## src/rtl/mem_req_demux_pkg.sv

```systemverilog
// Shared definitions for the data-memory request path: widths, peripheral
// window decode defaults and the demux state encoding.
package mem_pkg;

  localparam int unsigned MEM_DATA_W = 32;
  localparam int unsigned MEM_ADDR_W = 32;

  localparam logic [31:0] MEM_PERIPH_BASE = 32'h1000_0000;
  localparam logic [31:0] MEM_PERIPH_MASK = 32'hF000_0000;

  typedef enum logic [1:0] {
    ST_IDLE  = 2'd0,
    ST_ISSUE = 2'd1,
    ST_WAIT  = 2'd2,
    ST_RESP  = 2'd3
  } state_t;

endpackage

```

## src/rtl/mem_req_demux.sv

```systemverilog
// 1-to-2 data-memory request demux: routes one outstanding core request to
// data RAM (port 0) or the peripheral window (port 1) by address decode and
// steers the matching response back upstream.
module mem_req_demux
  import mem_pkg::*;
#(
  parameter int unsigned          DATA_W      = MEM_DATA_W,
  parameter int unsigned          ADDR_W      = MEM_ADDR_W,
  parameter logic [ADDR_W-1:0]    PERIPH_BASE = ADDR_W'(MEM_PERIPH_BASE),
  parameter logic [ADDR_W-1:0]    PERIPH_MASK = ADDR_W'(MEM_PERIPH_MASK)
) (
  input  logic              clk,
  input  logic              rst_n,
  input  logic              req_valid,
  output logic              req_ready,
  input  logic [ADDR_W-1:0] req_addr,
  input  logic [DATA_W-1:0] req_wdata,
  input  logic              req_we,
  output logic              resp_valid,
  output logic [DATA_W-1:0] resp_rdata,
  output logic              m0_req_valid,
  input  logic              m0_req_ready,
  output logic [ADDR_W-1:0] m0_addr,
  output logic [DATA_W-1:0] m0_wdata,
  output logic              m0_we,
  input  logic              m0_resp_valid,
  input  logic [DATA_W-1:0] m0_rdata,
  output logic              m1_req_valid,
  input  logic              m1_req_ready,
  output logic [ADDR_W-1:0] m1_addr,
  output logic [DATA_W-1:0] m1_wdata,
  output logic              m1_we,
  input  logic              m1_resp_valid,
  input  logic [DATA_W-1:0] m1_rdata,
  output logic              stray_err
);

  state_t            state_q;
  state_t            state_d;
  logic              init_q;
  logic              sel_q;
  logic              we_q;
  logic [ADDR_W-1:0] addr_q;
  logic [DATA_W-1:0] wdata_q;
  logic [DATA_W-1:0] rdata_q;
  logic              stray_q;

  logic              accept;
  logic              issuing;
  logic              sel_ready;
  logic              sel_resp;
  logic              other_resp;
  logic [DATA_W-1:0] sel_rdata;
  logic              stray_hit;

  // init_q keeps req_ready low until the first clock edge after reset.
  assign accept     = (state_q == ST_IDLE) && init_q && req_valid;
  assign issuing    = (state_q == ST_ISSUE);
  assign sel_ready  = sel_q ? m1_req_ready  : m0_req_ready;
  assign sel_resp   = sel_q ? m1_resp_valid : m0_resp_valid;
  assign other_resp = sel_q ? m0_resp_valid : m1_resp_valid;
  assign sel_rdata  = sel_q ? m1_rdata      : m0_rdata;
  assign stray_hit  = (state_q == ST_WAIT) ? other_resp
                                           : (m0_resp_valid || m1_resp_valid);

  // State register.
  always_ff @(posedge clk or negedge rst_n) begin
    if (!rst_n) state_q <= ST_IDLE;
    else        state_q <= state_d;
  end

  // Next-state decode: one request in flight, fixed IDLE->ISSUE->WAIT->RESP walk.
  always_comb begin
    state_d = state_q;
    unique case (state_q)
      ST_IDLE:  if (accept)    state_d = ST_ISSUE;
      ST_ISSUE: if (sel_ready) state_d = ST_WAIT;
      ST_WAIT:  if (sel_resp)  state_d = ST_RESP;
      ST_RESP:                 state_d = ST_IDLE;
      default:                 state_d = ST_IDLE;
    endcase
  end

  // Request capture, response capture and sticky stray-response flag.
  always_ff @(posedge clk or negedge rst_n) begin
    if (!rst_n) begin
      init_q  <= 1'b0;
      sel_q   <= 1'b0;
      we_q    <= 1'b0;
      addr_q  <= '0;
      wdata_q <= '0;
      rdata_q <= '0;
      stray_q <= 1'b0;
    end else begin
      init_q <= 1'b1;
      if (accept) begin
        sel_q   <= ((req_addr & PERIPH_MASK) == PERIPH_BASE);
        we_q    <= req_we;
        addr_q  <= req_addr;
        wdata_q <= req_wdata;
      end
      if ((state_q == ST_WAIT) && sel_resp)
        rdata_q <= we_q ? '0 : sel_rdata;
      if (stray_hit)
        stray_q <= 1'b1;
    end
  end

  // Output decode from registered state; the unselected port is held at zero.
  always_comb begin
    req_ready    = init_q && (state_q == ST_IDLE);
    resp_valid   = (state_q == ST_RESP);
    resp_rdata   = rdata_q;
    stray_err    = stray_q;
    m0_req_valid = issuing && !sel_q;
    m1_req_valid = issuing &&  sel_q;
    m0_addr      = m0_req_valid ? addr_q  : '0;
    m0_wdata     = m0_req_valid ? wdata_q : '0;
    m0_we        = m0_req_valid && we_q;
    m1_addr      = m1_req_valid ? addr_q  : '0;
    m1_wdata     = m1_req_valid ? wdata_q : '0;
    m1_we        = m1_req_valid && we_q;
  end

endmodule
```

## config.mk

```make
export PLATFORM = sky130hd
export DESIGN_NAME = mem_req_demux
export DESIGN_NICKNAME = d
export VERILOG_FILES = /design/src/rtl/mem_req_demux_pkg.sv /design/src/rtl/mem_req_demux.sv
export SDC_FILE = /design/constraint.sdc
export NUM_CORES = 1
export LEC_CHECK = 0
export CAP_MARGIN = 10
export CORE_UTILIZATION = 35
export CTS_BUF_LIST = sky130_fd_sc_hd__clkbuf_8 sky130_fd_sc_hd__clkbuf_16
export DETAILED_ROUTE_END_ITERATION = 7
export PLACE_DENSITY = 0.81
export SLEW_MARGIN = 40
export SYNTH_ARGS = -nofsm -noshare
export SYNTH_HDL_FRONTEND = slang
export SYNTH_SLANG_ARGS = --single-unit
```

## constraint.sdc

```tcl
create_clock -name clk -period 1.6 [get_ports clk]
set_input_delay 0.32 -clock clk [delete_from_list [all_inputs] [get_ports clk]]
set_output_delay 0.32 -clock clk [all_outputs]
set_load 0.02 [all_outputs]
```

==> flow_summary_export.csv, run 1 <==
group,metric,value,unit
yosys,avgSynthCellArea,11.8,um^2
yosys,synth_compound_area_share,0.740,%
critical_path,worst-path-buf-inv,5,
sta,final-setup-viol-count,261,
yosys,synth_common_cells,"102 x dfrtp_1, 67 x and2_1, 65 x and3_1, 65 x mux2_2, 35 x mux2i_1",
yosys,synthTopCellsByArea,"dfrtp_1 47%, mux2_2 14%, mux2_4 8.3%",
clock_network,cts-root-buf,"clkbuf_16",
power,leakage,4.88,nW
sta,maxSlewHeadroom,60.2,%
critical_path,crit_required,1.28,ns
cells_and_area,final_util,66.3,%
yosys,yosys.area_share.adder,0.925,%
placement,place_ws,-0.564,ns
critical_path,cp_slowest_stage_delay,0.40,ns
status,violations,"negative setup slack",
clock_network,insertion_delay,0.35,ns
drt,num_vias,4984,
cells_and_area,nets,938,
grt,overflow,0,
critical_path,r2r-start,"state_q[0]",
sta,slew_viol_final,0,
critical_path,cp.arrival,1.77,ns
sta,fin_skew,0.00806,ns
status,status,"finished with violations",
critical_path,worstSetupPathType,"reg -> out",
sta,grt_setup_unrepaired,"yes",
critical_path,r2r_end,"state_q[1]",
die,std_cell_rows,45,
cells_and_area,drive_above_1_share,54.0,%
sta,min_period_over_period,131,%
sta,tightestPinTransition,0.597,ns
grt,grt_pass1_wl,29400,um
yosys,ys_types,27,
die,core_area,15100,um^2
yosys,async_flop_share,100,%
hold_path,hold_path.class,"reg -> reg",
yosys,yosys_warnings,0,
sta,finalHoldViolations,0,
critical_path,cp_cell_sequence,"inv_2, ha_4, nor2b_4, buf_6, buf_12, buf_16, and2_4, buf_6",
yosys,synthCells,459,
sta,layout_setup_ws,-0.492,ns
drt,dr.first_iter.drc_count,224,
critical_path,cp-startpoint,"state_q[1]",
die,die_area,16000,um^2
drt,ant_nets,0,
grt,grt_usage,24.4,%
critical_path,crit_slowest_cell,"dfrtp_1",
sta,finalSetupTns,-75.17,ns
die,die_h,126,um
grt,grt_start_max_net_pins,57,
placement,dpl.hpwl,12500,um
yosys,synthMuxAreaShare,28.9,%
cells_and_area,syn_to_final_growth,85.5,%
drt,dr.pass1.iters,4,
power,worst_ir_drop_vdd,0.917,mV
drt,drcViolationCount,0,
die,top_level_ports,303,
grt,grt_pass1_vias,5250,
placement,place.gp.congestion,0.796,
grt,antenna_found_initial,1,
clock_network,clk_pin_slew,0.07,ns
clock_network,clock-sinks,102,
die,initial_utilization,35.7,%
flow_run,maxCapViolCount,0,
drt,wirelength,20200,um
yosys,post-synth-top-area-cell,"dfrtp_1",
clock_network,cts_tree,"yes",
clock_network,cts-htree-levels,3,
die,fp.dieW,126,um
yosys,synthXorXnorAreaFrac,0,%
critical_path,reg2reg_depth,6,
critical_path,crit_end,"m0_wdata[5]",
power,p_per_area,1680,nW/um^2
critical_path,reg2reg_slack,-0.37,ns
placement,port_buffers,302,
critical_path,worstPathMaxFanout,6,
yosys,synthSimpleGateAreaFrac,18.2,%
yosys,yosysMostFrequentCell,"dfrtp_1",
yosys,synth_area,5410,um^2
hold_path,hold_depth,1,
yosys,synthFlopType,"dfrtp_1",
yosys,yosys.area.top_type_share,47.2,%
sta,max_freq,478,MHz
yosys,synth_nets,599,
critical_path,path_common_cell,"buf_6",
sta,period_minus_slack,2.09,ns
yosys,ys_seq_area_share,47.2,%
yosys,synth-edff-count,0,
drt,via_per_inst,5.02,
drt,avgRoutedWirePerCell,20.4,um
critical_path,start_kind,"register",
yosys,ys_ff_latch,102,
clock_network,numCtsBuffers,9,
clock_network,clock_path_buffers,2,
yosys,synth_top_family_by_area,"multiplexers",
critical_path,cp_top_family,"buffers and inverters",
critical_path,worst-path-stages,8,
critical_path,end_kind,"output pin",
[flip-flops by register name, indices dropped and copies added, names as in the netlist]
signal      flops
addr_q         32
init_q          1
resp_rdata     32
sel_q           1
state_q         2
stray_err       1
wdata_q        32
we_q            1
[area by class of cell]
type                    count  area, um^2
well taps                 188         235
diodes                      1        2.50
multi-input cells         315        2940
repair buffers            368        3990
clock inverters             7        77.6
clock buffers               9         225
flip-flops and latches    102        2560
fillers                  1127        5100
inverters                   2        10.0
[timing repair]
item,4_1_cts,5_1_grt
buffers inserted,19,5
pin swaps,10,2
endpoints found under the setup margin,266,268
gates cloned,14,6
gates resized for setup,739,32
hold buffers,1,0
hold endpoints to repair,56,0
[layer usage]
| layer | part of all wire, % | up-vias | track usage, % |
|---|---|---|---|
| met2 | 53 | 177 | 44.6 |
| met4 | 2.4 | 0 | 7.94 |
| met5 | 0 | - | 0 |
| li1 | - | 2258 | - |
| met1 | 40 | 2520 | 28.6 |
| met3 | 4.7 | 29 | 4.68 |
[metrics by stage]
step	area [um^2]	std cells	power (W)	hold slack [ns]
2_1_floorplan	5640	459	0.00921	0.0244
3_3_place_gp	8960	933	0.0124	0.331
3_5_place_dp	8960	933	0.0126	0.338
4_1_cts	9820	982	0.0164	0.498
5_1_grt	10000	992	0.0177	0.514
6_report	10000	992	0.0169	0.498
[cells in the final DEF, fill, tap and decap left out, types with 6 or more instances in the layout]
| cell type | synthesis | layout |
|---|---|---|
| mux2_4 | 30 | 34 |
| dfrtp_1 | 102 | 101 |
| and3_1 | 65 | 8 |
| and3_2 | 0 | 55 |
| and2_1 | 67 | 20 |
| and2_4 | 0 | 42 |
| nor2_1 | 33 | 33 |
| buf_4 | 4 | 85 |
| mux2i_1 | 35 | 32 |
| clkbuf_16 | 0 | 13 |
| buf_2 | 8 | 15 |
| buf_12 | 0 | 18 |
| buf_6 | 4 | 63 |
| clkdlybuf4s50_1 | 0 | 161 |
| buf_16 | 0 | 12 |
| mux2_2 | 65 | 64 |
| dlymetal6s2s_1 | 0 | 6 |
[how the worst min path moves through the flow]
stage          slack (ns)       endpoint  startpoint
2_1_floorplan        0.02      addr_q[0]       rst_n
3_3_place_gp         0.33  resp_rdata[9]       rst_n
3_5_place_dp         0.34  resp_rdata[9]       rst_n
4_1_cts              0.50  resp_rdata[9]       rst_n
5_1_grt              0.51      stray_err   stray_err
6_report             0.50      stray_err   stray_err
[logic make-up after synthesis]
logic type               Yosys count
buffers and inverters             42
AND/OR/NAND/NOR                  171
adder cells (fa/ha/maj)            4
other                              1
multiplexers                     133
flip-flops                       102
AO/OA/AOI/OAI                      6
[where the power goes]
group          total [W]  switching [W]  internal, W  leakage, nW
combinational    0.00988        0.00423      0.00565         3.50
clock            0.00225        0.00102      0.00123        0.147
sequential       0.00473       0.000933      0.00380         1.24
Power figures use the tool's default switching activity.
==> run 2: changes to the inputs <==
Settings changed: CTS_BUF_LIST sky130_fd_sc_hd__clkbuf_8 sky130_fd_sc_hd__clkbuf_16 to not set.
==> results of run 2 <==
Same layout as run 1: the final DEF is identical, and so are final timing and power.
==> run 3: changes to the inputs <==
Settings changed: TNS_END_PERCENT set to 20.
==> flow_summary_export.csv, run 3 (synthesis results as in run 1) <==
group,metric,value,unit
sta,slew_viol_final,0,
grt,overflow,0,
critical_path,cp.arrival,1.74,ns
sta,grt_setup_unrepaired,"yes",
grt,grt_pass1_vias,5038,
placement,place.gp.congestion,0.796,
die,std_cell_rows,45,
clock_network,clock_path_buffers,2,
status,violations,"negative setup slack",
placement,dp.cells,933,
clock_network,clk_pin_slew,0.07,ns
cells_and_area,n_fill_cell,1193,
die,initial_utilization,35.7,%
critical_path,worstPathMaxFanout,6,
drt,dr.pass1.iters,4,
clock_network,cts-root-buf,"clkbuf_16",
clock_network,numCtsBuffers,9,
drt,dr.first_iter.drc_count,129,
power,leakage,4.95,nW
placement,place_area,8960,um^2
critical_path,start_kind,"register",
clock_network,clock-sinks,102,
power,p_per_area,1640,nW/um^2
critical_path,worstSetupPathType,"reg -> out",
drt,drcViolationCount,0,
sta,fin_skew,0.00886,ns
cells_and_area,seq_area,2560,um^2
die,top_level_ports,303,
status,status,"finished with violations",
cells_and_area,syn_to_final_growth,76.3,%
sta,tightestPinTransition,0.583,ns
grt,grt_usage,21.9,%
cells_and_area,final_cell_mix,"134 x clkdlybuf4s50_1, 101 x dfrtp_1, 93 x buf_4",
power,worst_ir_drop_vdd,0.911,mV
hold_path,hold_path.class,"reg -> reg",
grt,grt_pass1_wl,26900,um
placement,port_buffers,302,
sta,finalHoldViolations,0,
placement,place_ws,-0.564,ns
cells_and_area,multi_input_area,2910,um^2
die,fp.dieW,126,um
grt,grt_start_max_net_pins,57,
drt,ant_nets,0,
flow_run,maxCapViolCount,0,
clock_network,cts-htree-levels,3,
drt,wirelength,18000,um
die,die_h,126,um
sta,final-setup-viol-count,232,
sta,min_period_over_period,128,%
die,core_area,15100,um^2
sta,max_freq,486,MHz
sta,period_minus_slack,2.06,ns
cells_and_area,nets,911,
critical_path,crit_required,1.28,ns
clock_network,insertion_delay,0.35,ns
die,die_area,16000,um^2
drt,num_vias,4782,
critical_path,end_kind,"output pin",
clock_network,cts_tree,"yes",
cells_and_area,layout_commonest_cell,"clkdlybuf4s50_1",
drt,avgRoutedWirePerCell,18.7,um
cells_and_area,final_cell_area,9540,um^2
sta,finalSetupTns,-61.33,ns
power,power,0.0157,W
drt,via_per_inst,4.96,
cells_and_area,antenna_cells,0,
grt,antenna_found_initial,0,
cells_and_area,post_layout_nonfiller_instances,964,
cells_and_area,drive_above_1_share,51.7,%
placement,dpl.hpwl,12500,um
sta,layout_setup_ws,-0.456,ns
sta,maxSlewHeadroom,61.1,%
## run 3: cell types whose count changed in the layout (fill, tap and decap cells not counted), moves of 2 or more
cell             change
and3_4               -2
dlymetal6s2s_1      +27
mux2i_1              +2
bufbuf_16            -2
and3_2               +2
clkdlybuf4s50_1     -27
buf_16               -9
mux2_2               -2
buf_4                +8
buf_2               -14
mux2_1               +2
buf_12               -9
## run 3: repair_timing
action                                 4_1_cts  5_1_grt
pin swaps                                    8        1
resized for setup                          646      140
endpoints found under the hold margin       56        0
cloned                                       3        3
setup endpoints to repair                  266      268
hold buffers                                 1        0
setup buffers                                8        1
## run 3: routing by layer
metal,global-route usage (%),wire (um)
met3,4.56,836
met5,0,0
met4,7.94,427
met2,39.6,9590
met1,25.5,7180
## run 3: power breakdown
group	total [W]	internal (W)	switching [W]
logic	0.00874	0.00485	0.00389
clock network	0.00225	0.00123	0.00102
registers	0.00470	0.00380	0.000898
total	0.0157	0.00988	0.00581
## run 3: stage by stage
stage / hold slack, ns / util [%]
global placement: 0.331 / 59.2
detailed placement: 0.338 / 59.2
finish: 0.488 / 63.0
global route: 0.508 / 63.0
floorplan: 0.0244 / -
CTS: 0.498 / 62.0
## run 3: worst max-delay path, cell delays in order, from the launching register on
cell,delay [ns]
dfrtp_1,0.39
inv_2,0.08
ha_4,0.13
nor2b_4,0.18
buf_6,0.13
buf_12,0.11
buf_16,0.11
and2_4,0.14
buf_6,0.11
## run 3: final timing paths
check / startpoint / to / slack, ns / cells past startpoint
setup / recovery: state_q[1] / m0_wdata[5] / -0.46 / 8
setup reg to reg: sel_q / state_q[1] / -0.27 / 5
max in group asynchronous: rst_n / sel_q / 0.51 / 3
hold / removal: stray_err / stray_err / 0.49 / 1
hold reg to reg: stray_err / stray_err / 0.49 / 1
min in group asynchronous: rst_n / resp_rdata[9] / 0.50 / 3
## run 3: layout make-up
cell class	instances	share of cell area, %
Sequential cell	102	26.8
Clock inverter	7	0.813
Timing Repair Buffer	341	37.0
Tap cell	188	2.47
Inverter	2	0.0787
Clock buffer	9	2.36
Multi-Input combinational cell	315	30.5
